$ cat src/rtl/seg7_scan_driver_if.sv
// Bus between a display client and the seven-segment scan driver:
// hex value / decimal-point capture on the way in, scanned pins on the way out.
interface seg7_scan_driver_if #(
  parameter int DIGITS = 4
);
  logic [4*DIGITS-1:0] value;
  logic [DIGITS-1:0]   dp;
  logic                load;
  logic                blank_lz;
  logic [7:0]          Ca;
  logic [DIGITS-1:0]   An;
  logic                frame_tick;

  modport master (
    output value, dp, load, blank_lz,
    input  Ca, An, frame_tick
  );

  modport slave (
    input  value, dp, load, blank_lz,
    output Ca, An, frame_tick
  );
endinterface

$ cat src/rtl/seg7_scan_driver.sv
// Time-multiplexed seven-segment driver: tear-free shadowed hex value, per-slot
// dead time against ghosting, and optional leading-zero suppression.
module seg7_scan_driver #(
  parameter int DIGITS       = 4,
  parameter int REFRESH_DIV  = 100000,
  parameter int BLANK_CYCLES = 1000
) (
  input  logic                clk,
  input  logic                rst,
  seg7_scan_driver_if.slave   bus
);

  localparam int CNT_W = (REFRESH_DIV > 2) ? $clog2(REFRESH_DIV) : 1;
  localparam int IDX_W = (DIGITS > 1) ? $clog2(DIGITS) : 1;

  localparam logic [CNT_W-1:0] CNT_LAST = CNT_W'(REFRESH_DIV - 1);
  localparam logic [IDX_W-1:0] IDX_LAST = IDX_W'(DIGITS - 1);

  logic [CNT_W-1:0]    cnt_q, cnt_d;
  logic [IDX_W-1:0]    idx_q, idx_d;
  logic [4*DIGITS-1:0] pend_v_q, pend_v_d;
  logic [DIGITS-1:0]   pend_dp_q, pend_dp_d;
  logic                pend_valid_q, pend_valid_d;
  logic [4*DIGITS-1:0] sh_v_q, sh_v_d;
  logic [DIGITS-1:0]   sh_dp_q, sh_dp_d;
  logic [7:0]          ca_q, ca_d;
  logic [DIGITS-1:0]   an_q, an_d;
  logic                frame_tick_q, frame_tick_d;

  logic slot_end;
  logic frame_end;
  logic in_blank;
  logic suppress;

  logic [3:0]        digit      [DIGITS];
  logic [6:0]        seg_all    [DIGITS];
  logic [DIGITS-1:0] digit_zero;
  logic [DIGITS-1:0] upper_zero;

  // Segment pattern g..a (active-low) for one hex nibble, dp bit dropped.
  function automatic logic [6:0] hex_seg(input logic [3:0] nib);
    logic [7:0] c;
    c = 8'hFF;
    case (nib)
      4'h0: c = 8'hC0;
      4'h1: c = 8'hF9;
      4'h2: c = 8'hA4;
      4'h3: c = 8'hB0;
      4'h4: c = 8'h99;
      4'h5: c = 8'h92;
      4'h6: c = 8'h82;
      4'h7: c = 8'hF8;
      4'h8: c = 8'h80;
      4'h9: c = 8'h98;
      4'hA: c = 8'h88;
      4'hB: c = 8'h83;
      4'hC: c = 8'hC6;
      4'hD: c = 8'hA1;
      4'hE: c = 8'h86;
      4'hF: c = 8'h8E;
      default: c = 8'hFF;
    endcase
    return c[6:0];
  endfunction

  // Scan position and shadow/pending capture.
  always_comb begin
    cnt_d        = cnt_q + CNT_W'(1);
    idx_d        = idx_q;
    pend_v_d     = pend_v_q;
    pend_dp_d    = pend_dp_q;
    pend_valid_d = pend_valid_q;
    sh_v_d       = sh_v_q;
    sh_dp_d      = sh_dp_q;
    frame_tick_d = 1'b0;

    slot_end  = (cnt_q == CNT_LAST);
    frame_end = slot_end && (idx_q == IDX_LAST);

    if (slot_end) begin
      cnt_d = '0;
      idx_d = (idx_q == IDX_LAST) ? '0 : idx_q + IDX_W'(1);
    end

    if (frame_end && bus.load) begin
      // A load landing on the boundary goes straight to the shadow.
      sh_v_d       = bus.value;
      sh_dp_d      = bus.dp;
      pend_valid_d = 1'b0;
      frame_tick_d = 1'b1;
    end else if (frame_end && pend_valid_q) begin
      sh_v_d       = pend_v_q;
      sh_dp_d      = pend_dp_q;
      pend_valid_d = 1'b0;
      frame_tick_d = 1'b1;
    end else if (bus.load) begin
      pend_v_d     = bus.value;
      pend_dp_d    = bus.dp;
      pend_valid_d = 1'b1;
    end
  end

  // Per-digit decode of the shadow value that will be live after this edge.
  for (genvar gi = 0; gi < DIGITS; gi++) begin : g_digit
    assign digit[gi]      = sh_v_d[4*gi +: 4];
    assign seg_all[gi]    = hex_seg(digit[gi]);
    assign digit_zero[gi] = (digit[gi] == 4'h0);
  end

  // upper_zero[i]: digits DIGITS-1 down to i are all zero.
  always_comb begin
    logic acc;
    acc        = 1'b1;
    upper_zero = '0;
    for (int i = DIGITS - 1; i >= 0; i--) begin
      acc           = acc & digit_zero[i];
      upper_zero[i] = acc;
    end
  end

  if (BLANK_CYCLES == 0) begin : g_no_blank
    assign in_blank = 1'b0;
  end else begin : g_blank
    assign in_blank = (cnt_d < CNT_W'(BLANK_CYCLES));
  end

  assign suppress = bus.blank_lz && (idx_d != '0) && upper_zero[idx_d];

  always_comb begin
    ca_d = 8'hFF;
    an_d = '1;
    if (!in_blank) begin
      an_d     = ~(DIGITS'(1) << idx_d);
      ca_d[7]  = ~sh_dp_d[idx_d];
      ca_d[6:0] = suppress ? 7'h7F : seg_all[idx_d];
    end
  end

  always_ff @(posedge clk) begin
    if (!rst) begin
      cnt_q        <= '0;
      idx_q        <= '0;
      pend_v_q     <= '0;
      pend_dp_q    <= '0;
      pend_valid_q <= 1'b0;
      sh_v_q       <= '0;
      sh_dp_q      <= '0;
      ca_q         <= 8'hFF;
      an_q         <= '1;
      frame_tick_q <= 1'b0;
    end else begin
      cnt_q        <= cnt_d;
      idx_q        <= idx_d;
      pend_v_q     <= pend_v_d;
      pend_dp_q    <= pend_dp_d;
      pend_valid_q <= pend_valid_d;
      sh_v_q       <= sh_v_d;
      sh_dp_q      <= sh_dp_d;
      ca_q         <= ca_d;
      an_q         <= an_d;
      frame_tick_q <= frame_tick_d;
    end
  end

  assign bus.Ca         = ca_q;
  assign bus.An         = an_q;
  assign bus.frame_tick = frame_tick_q;

endmodule

$ cat src/flat_wrapper.sv
// flat-port wrapper written by rule: the top's interface ports become plain ports
module seg7_scan_driver_flat 
#(
  parameter int DIGITS       = 4,
  parameter int REFRESH_DIV  = 100000,
  parameter int BLANK_CYCLES = 1000
)
  (clk, rst, bus_value, bus_dp, bus_load, bus_blank_lz, bus_Ca, bus_An, bus_frame_tick);
  seg7_scan_driver_if #(.DIGITS(DIGITS)) bus_i ();
  input  logic clk;
  input  logic rst;
  input wire logic [$bits(bus_i.value)-1:0] bus_value;
  input wire logic [$bits(bus_i.dp)-1:0] bus_dp;
  input wire logic [$bits(bus_i.load)-1:0] bus_load;
  input wire logic [$bits(bus_i.blank_lz)-1:0] bus_blank_lz;
  output wire logic [$bits(bus_i.Ca)-1:0] bus_Ca;
  output wire logic [$bits(bus_i.An)-1:0] bus_An;
  output wire logic [$bits(bus_i.frame_tick)-1:0] bus_frame_tick;
  assign bus_i.value = bus_value;
  assign bus_i.dp = bus_dp;
  assign bus_i.load = bus_load;
  assign bus_i.blank_lz = bus_blank_lz;
  assign bus_Ca = bus_i.Ca;
  assign bus_An = bus_i.An;
  assign bus_frame_tick = bus_i.frame_tick;
  seg7_scan_driver #(.DIGITS(DIGITS), .REFRESH_DIV(REFRESH_DIV), .BLANK_CYCLES(BLANK_CYCLES)) u_core (.clk(clk), .rst(rst), .bus(bus_i));
endmodule
$ cat config.mk
export PLATFORM = sky130hd
export DESIGN_NAME = seg7_scan_driver_flat
export DESIGN_NICKNAME = d
export VERILOG_FILES = /design/src/rtl/seg7_scan_driver_if.sv /design/src/rtl/seg7_scan_driver.sv /design/src/flat_wrapper.sv
export SDC_FILE = /design/constraint.sdc
export NUM_CORES = 1
export LEC_CHECK = 0
export ABC_AREA = 0
export CAP_MARGIN = 20
export CELL_PAD_IN_SITES_DETAIL_PLACEMENT = 0
export CELL_PAD_IN_SITES_GLOBAL_PLACEMENT = 2
export CORE_MARGIN = 2
export CORE_UTILIZATION = 35
export DETAILED_ROUTE_END_ITERATION = 16
export GPL_TIMING_DRIVEN = 0
export PLACE_DENSITY = 0.78
export SLEW_MARGIN = 25
export SYNTH_ARGS = -nofsm -noshare
export SYNTH_HDL_FRONTEND = slang
export SYNTH_SLANG_ARGS = --single-unit
$ cat constraint.sdc
create_clock -name clk -period 4.75 [get_ports clk]
set_input_delay 0.95 -clock clk [delete_from_list [all_inputs] [get_ports clk]]
set_output_delay 0.95 -clock clk [all_outputs]
set_load 0.1 [all_outputs]
==> results of run 1 <==
-- logic make-up (layout without fill, tap and decap cells) --
| logic type | after synthesis | count (layout) | share of synthesized area, % |
|---|---|---|---|
| buffers and inverters | 61 | 115 | 6.40 |
| and+or+nand+nor | 241 | 241 | 26.3 |
| DFF | 73 | 73 | 31.8 |
| adders and majority gates | 18 | 18 | 4.91 |
| muxes | 21 | 21 | 4.63 |
| AOI/OAI and AO/OA | 143 | 143 | 22.6 |
| xor gates and xnor gates | 17 | 17 | 3.24 |
-- synthesized netlist by cell type, drive strengths merged, types with 3 or more instances --
cell / count
nand3: 15
o211ai: 8
xnor2: 9
o31ai: 3
ha: 18
o221ai: 3
a211oi: 3
dfxtp: 73
mux2i: 19
and4: 3
buf: 19
nand3b: 3
a31oi: 13
or3: 3
o21ai: 20
o2bb2ai: 4
clkbuf: 21
a21boi: 4
or4: 4
and3: 6
inv: 21
a22oi: 6
nand2: 85
xor2: 8
o22ai: 12
and2: 9
nand4: 6
a41oi: 5
o2111ai: 4
o211a: 4
a21oi: 34
nor4: 5
nor3: 7
nor2: 78
a21o: 5
or2: 6
-- repair_timing --
item                       4_1_cts  5_1_grt
buffers inserted                 0        3
resized for setup                0        2
hold endpoints to repair         0        0
setup endpoints to repair        0        1
hold buffers                     0        0
-- per-layer routing --
metal	vias up	share of wire (%)	wire length, µm
li1	2143	-	-
met1	1980	46	6070
met2	54	50	6670
met3	10	3.0	393
met4	0	1.2	162
met5	-	0	0
-- layout make-up --
class / instances / area share (%)
multi-input combinational: 440 / 51.5
sequential: 73 / 26.5
timing repair buffer: 39 / 6.95
clock buffer: 9 / 4.09
buffer: 40 / 3.91
tap: 172 / 3.91
clock inverter: 6 / 1.68
inverter: 21 / 1.43
-- registers in the layout, summed over array words and instances, names as in the netlist --
name / cells
u_core.sh_v_q: 16
u_core.bus.An: 4
u_core.idx_q: 2
u_core.bus.frame_tick: 1
u_core.cnt_q: 17
u_core.sh_dp_q: 4
u_core.bus.Ca: 8
u_core.pend_valid_q: 1
u_core.pend_dp_q: 4
u_core.pend_v_q: 16
-- through the flow --
stage | setup WS [ns] | TNS, ns
2_1_floorplan | 0.910 | 0
3_3_place_gp | -0.149 | -0.180
3_5_place_dp | -0.174 | -0.207
4_1_cts | 0.148 | 0
5_1_grt | 0.0219 | 0
6_report | 0.336 | 0
-- power groups by stage --
stage	clock [mW]	combinational [mW]	sequential [mW]
global placement	0	0.0839	0.644
finish	0.735	0.0837	0.630
detailed placement	0	0.0847	0.644
floorplan	0	0.0443	0.642
global route	0.786	0.0931	0.631
CTS	0.758	0.0850	0.630
-- path summary, 6_finish.rpt --
check | start | endpoint | slack (ns) | cells after the start
worst max-delay path | u_core.cnt_q[0] | u_core.bus.Ca[3] | 0.34 | 13
worst min-delay path | u_core.pend_v_q[0] | u_core.pend_v_q[0] | 0.46 | 2
worst max register to register | u_core.cnt_q[0] | u_core.bus.Ca[3] | 0.34 | 13
worst min register to register | u_core.pend_v_q[0] | u_core.pend_v_q[0] | 0.46 | 2
-- worst max-delay path, stage by stage, from the launching register on --
cell,delay (ns)
dfxtp_1,0.37
ha_1,0.16
clkbuf_1,0.26
nand4b_1,0.31
nor4_4,0.59
nand2_1,0.44
o2bb2ai_1,0.24
o21ai_1,0.29
ha_1,0.34
inv_1,0.13
mux2_2,0.35
a221oi_2,0.21
a21boi_1,0.08
or4b_1,0.49
==> impl_metrics.py, run 1 <==
metrics = {
    "place": {
        "dp_cells": 782,
        "gp_congestion": 0.839,
        "dpl_cell_area_um2": 5170,
        "dp_hpwl_um": 10000,
        "io_buffers": 36,
    },
    "clocking": {
        "cts_tree": "built",
        "numCtsBuffers": 9,
        "clock-sinks": 73,
        "cts_root_buf": "clkbuf_16",
        "worstSkewPairLatency_ns": 0.34,
        "clk_pin_slew_ns": 0.06,
        "clockBufferDepth": 2,
        "cts-htree-levels": 3,
    },
    "detailed_routing": {
        "drtIter0Drc": 196,
        "viasPerCell": 5.23,
        "num_vias": 4187,
        "wl_per_cell_um": 16.6,
        "drc": 0,
        "routed_wl_um": 13300,
        "antenna_left": 0,
        "dr.pass1.iters": 5,
    },
    "timing": {
        "finalHoldViolCount": 0,
        "finalMaxSlewViolations": 0,
        "whs_ns": 0.456,
        "finClkSkew_ns": 0.00706,
        "setup_viol": 0,
        "rsz0062_at_grt": "false",
        "finalWorstPathRequiredPeriod_ns": 4.41,
        "relSlewSlack_pct": 35.2,
        "worstMarginPinSlew_ns": 0.969,
        "fin_crit_sh_pct": 92.9,
        "fmax_mhz": 227,
    },
    "final_layout": {
        "regArea_um2": 1460,
        "fin_cells": 800,
        "synthToLayoutAreaGrowth_pct": 20.0,
        "multi_input_area_um2": 2840,
        "final_common_cell": "nand2_1",
        "postLayoutCellArea_um2": 5510,
        "fill_cells": 1387,
        "drive_gt1_share_pct": 11.9,
        "mostFrequentLayoutCells": "nand2_1, nor2_1, dfxtp_1",
        "diodes": 0,
        "final_nets": 666,
        "final_util_pct": 43.3,
    },
    "synthesis": {
        "post_synth_num_cell_types": 79,
        "synth_area_leader_cell": "dfxtp_1",
        "synth_ff_type": "dfxtp_1",
        "synthCells": 574,
        "syn_nets": 616,
        "synth_top_area_share_pct": 31.8,
        "ys_warn_count": 0,
        "synth_area_um2": 4590,
        "syn-mean-instance-area_um2": 8.00,
        "synth_async_sr_flop_share_pct": 0,
        "yosysSeqAreaShare_pct": 31.8,
        "synthTopCellsByArea": "dfxtp_1, nand2_1, nor2_1",
        "synth-seq-cells": 73,
        "synth_edf_count": 0,
    },
    "flow_run": {
        "maxCapViolCount": 0,
    },
    "critical_path": {
        "start_kind": "flip-flop",
        "critPathKind": "reg2reg",
        "required_ns": 4.96,
        "cp_max_fo": 9,
        "end_kind": "flip-flop",
        "cp.arrival_ns": 4.62,
    },
    "global_routing": {
        "antenna_found_initial": 0,
        "grt.total_usage_pct": 19.6,
        "global_route.usage.met3_pct": 3.57,
        "grt_pass1_wl_um": 21600,
        "overflow": 0,
        "top_usage_layer": "met2",
        "grt_pass1_vias": 4050,
        "grt_use_met1_pct": 24.1,
        "grt_start_max_net_pins": 14,
        "gr-usage-met2_pct": 33.9,
    },
    "power": {
        "irDropWorstVdd_v": 0.000157,
        "seqPwrFrac_pct": 43.5,
        "p_int_mw": 1.12,
        "swShare_pct": 22.7,
        "leakage_nw": 2.15,
        "switching_power_mw": 0.329,
        "powerDensity_nw_per_um2": 263,
        "power_mw": 1.45,
        "p_comb_share_pct": 5.8,
        "pwr-share-clk_pct": 50.7,
    },
    "worst_hold_path": {
        "hp-class": "reg2reg",
    },
    "die": {
        "die_w_um": 119,
        "dieArea_um2": 14000,
        "chipHeight_um": 119,
        "core_um2": 12700,
        "start_util_pct": 36.1,
        "rows": 41,
        "io_pins": 37,
    },
    "outcome": {
        "status": "finished clean",
    },
}
Power figures use the tool's default switching activity.
==> inputs of run 2 (changes only) <==
- RECOVER_POWER: unset -> 50
- SKIP_CTS_REPAIR_TIMING: unset -> 1
==> run 2 against run 1 <==
Setup slack got worse by 0.021 ns. Sequential power is essentially flat. Design area fell by 0.68%. Register-to-register slack got worse by 0.02 ns. Wire length increased by 0.39%. Critical path depth did not move. Utilization is 0.30 points lower. Sequential share of layout area grew 0.18 points. Clock power is 0.7% higher. Critical endpoint unchanged. Largest cell class unchanged. Highest routed layer unchanged.
==> impl_metrics.py, run 2 (synthesis gave the netlist of run 1 again) <==
metrics = {
    "die": {
        "chipHeight_um": 119,
        "io_pins": 37,
        "rows": 41,
        "start_util_pct": 36.1,
        "die_w_um": 119,
        "core_um2": 12700,
        "dieArea_um2": 14000,
    },
    "global_routing": {
        "grt_pass1_vias": 4050,
        "overflow": 0,
        "antenna_found_initial": 0,
        "grt.total_usage_pct": 19.6,
        "grt_pass1_wl_um": 21600,
        "grt_start_max_net_pins": 14,
    },
    "timing": {
        "setup_viol": 0,
        "fmax_mhz": 225,
        "finClkSkew_ns": 0.00816,
        "finalHoldViolCount": 0,
        "finalSetupTns_ns": 0,
        "rsz0062_at_grt": "false",
        "finalMaxSlewViolations": 0,
        "finalWorstPathRequiredPeriod_ns": 4.44,
        "relSlewSlack_pct": 34.5,
        "fin_crit_sh_pct": 93.4,
        "worstMarginPinSlew_ns": 0.980,
    },
    "critical_path": {
        "start_kind": "flip-flop",
        "end_kind": "flip-flop",
        "cp.arrival_ns": 4.65,
        "cp_max_fo": 9,
        "required_ns": 4.96,
        "critPathKind": "reg2reg",
        "r2r.worst_path.cells": 13,
    },
    "final_layout": {
        "fin_cells": 800,
        "final_util_pct": 43.0,
        "final_common_cell": "nand2_1",
        "largest_reg_flops": 17,
        "postLayoutCellArea_um2": 5470,
        "diodes": 0,
        "synthToLayoutAreaGrowth_pct": 19.2,
        "top_regs": "u_core.cnt_q x17, u_core.pend_v_q x16, u_core.sh_v_q x16",
        "final_nets": 666,
        "drive_gt1_share_pct": 10.5,
        "top_register": "u_core.cnt_q",
        "mostFrequentLayoutCells": "nand2_1, nor2_1, dfxtp_1",
    },
    "detailed_routing": {
        "wl_met3_um": 458,
        "wl_per_cell_um": 16.7,
        "antenna_left": 0,
        "drtIter0Drc": 191,
        "drc": 0,
        "num_vias": 4193,
        "routed_wl_um": 13300,
        "m1WireLength_um": 6070,
        "dr_wl_met2_um": 6550,
        "highest-signal-layer": "met4",
        "dr.pass1.iters": 4,
        "viasPerCell": 5.24,
    },
    "clocking": {
        "clk_pin_slew_ns": 0.06,
        "clock-sinks": 73,
        "worstSkewPairLatency_ns": 0.35,
        "cts_root_buf": "clkbuf_16",
        "clockBufferDepth": 2,
        "cts_tree": "built",
        "numCtsBuffers": 9,
        "cts-htree-levels": 3,
    },
    "power": {
        "p_comb_share_pct": 5.7,
        "power_mw": 1.45,
        "powerDensity_nw_per_um2": 266,
        "switching_power_mw": 0.334,
        "swShare_pct": 23.0,
        "irDropWorstVdd_v": 0.000155,
        "pwr-share-clk_pct": 51.0,
        "p_int_mw": 1.12,
        "seqPwrFrac_pct": 43.4,
        "leakage_nw": 2.09,
    },
    "place": {
        "dp_cells": 782,
        "gp_congestion": 0.839,
        "dpl_cell_area_um2": 5170,
        "io_buffers": 36,
        "dp_hpwl_um": 10000,
    },
    "flow_run": {
        "maxCapViolCount": 0,
    },
    "worst_hold_path": {
        "hp-class": "reg2reg",
        "holdPathStages": 2,
    },
    "outcome": {
        "status": "finished clean",
    },
}
[run 2: critical path, cell delays in order (launching register included)]
cell and delay, ns:
dfxtp_1 0.37, ha_1 0.16, clkbuf_1 0.26, nand4b_1 0.31, nor4_4 0.59, nand2_1 0.45
o2bb2ai_1 0.25, o21ai_1 0.29, ha_1 0.35, inv_1 0.14, mux2_2 0.36, a221oi_2 0.21
a21boi_1 0.08, or4b_1 0.49
[run 2: power groups by stage]
stage | logic (mW) | clock network, mW | registers (mW)
after global routing | 0.0919 | 0.786 | 0.631
after CTS | 0.0850 | 0.758 | 0.630
after detailed placement | 0.0847 | 0 | 0.644
after global placement | 0.0839 | 0 | 0.644
after floorplan | 0.0443 | 0 | 0.642
final | 0.0825 | 0.740 | 0.630
[run 2: worst paths after layout]
| kind | startpoint | to | slack [ns] |
|---|---|---|---|
| worst min register to register | u_core.pend_dp_q[3] | u_core.pend_dp_q[3] | 0.46 |
| worst max register to register | u_core.cnt_q[0] | u_core.bus.Ca[3] | 0.31 |
| worst max-delay path | u_core.cnt_q[0] | u_core.bus.Ca[3] | 0.31 |
| worst min-delay path | u_core.pend_dp_q[3] | u_core.pend_dp_q[3] | 0.46 |
[run 2: through the flow]
stage | hold WS (ns) | setup slack (ns)
after CTS | 0.457 | 0.148
after global routing | 0.472 | 0.0214
after detailed placement | 0.449 | -0.174
final | 0.456 | 0.315
after global placement | 0.444 | -0.149
after floorplan | 0.426 | 0.910
[run 2: layout make-up]
cell class / count / area, µm²
Inverter: 21 / 78.8
Clock inverter: 6 / 92.6
Multi-Input combinational cell: 440 / 2810
Tap cell: 172 / 215
Buffer: 40 / 206
Clock buffer: 9 / 225
Fill cell: 1387 / 7250
Sequential cell: 73 / 1460
Timing Repair Buffer: 39 / 383
[run 2: metal layers]
| layer | global-route usage [%] | vias to the layer above |
|---|---|---|
| met5 | 0 | - |
| met4 | 7.07 | 0 |
| met3 | 3.57 | 17 |
| met2 | 33.9 | 64 |
| met1 | 24.1 | 1970 |
| li1 | - | 2142 |
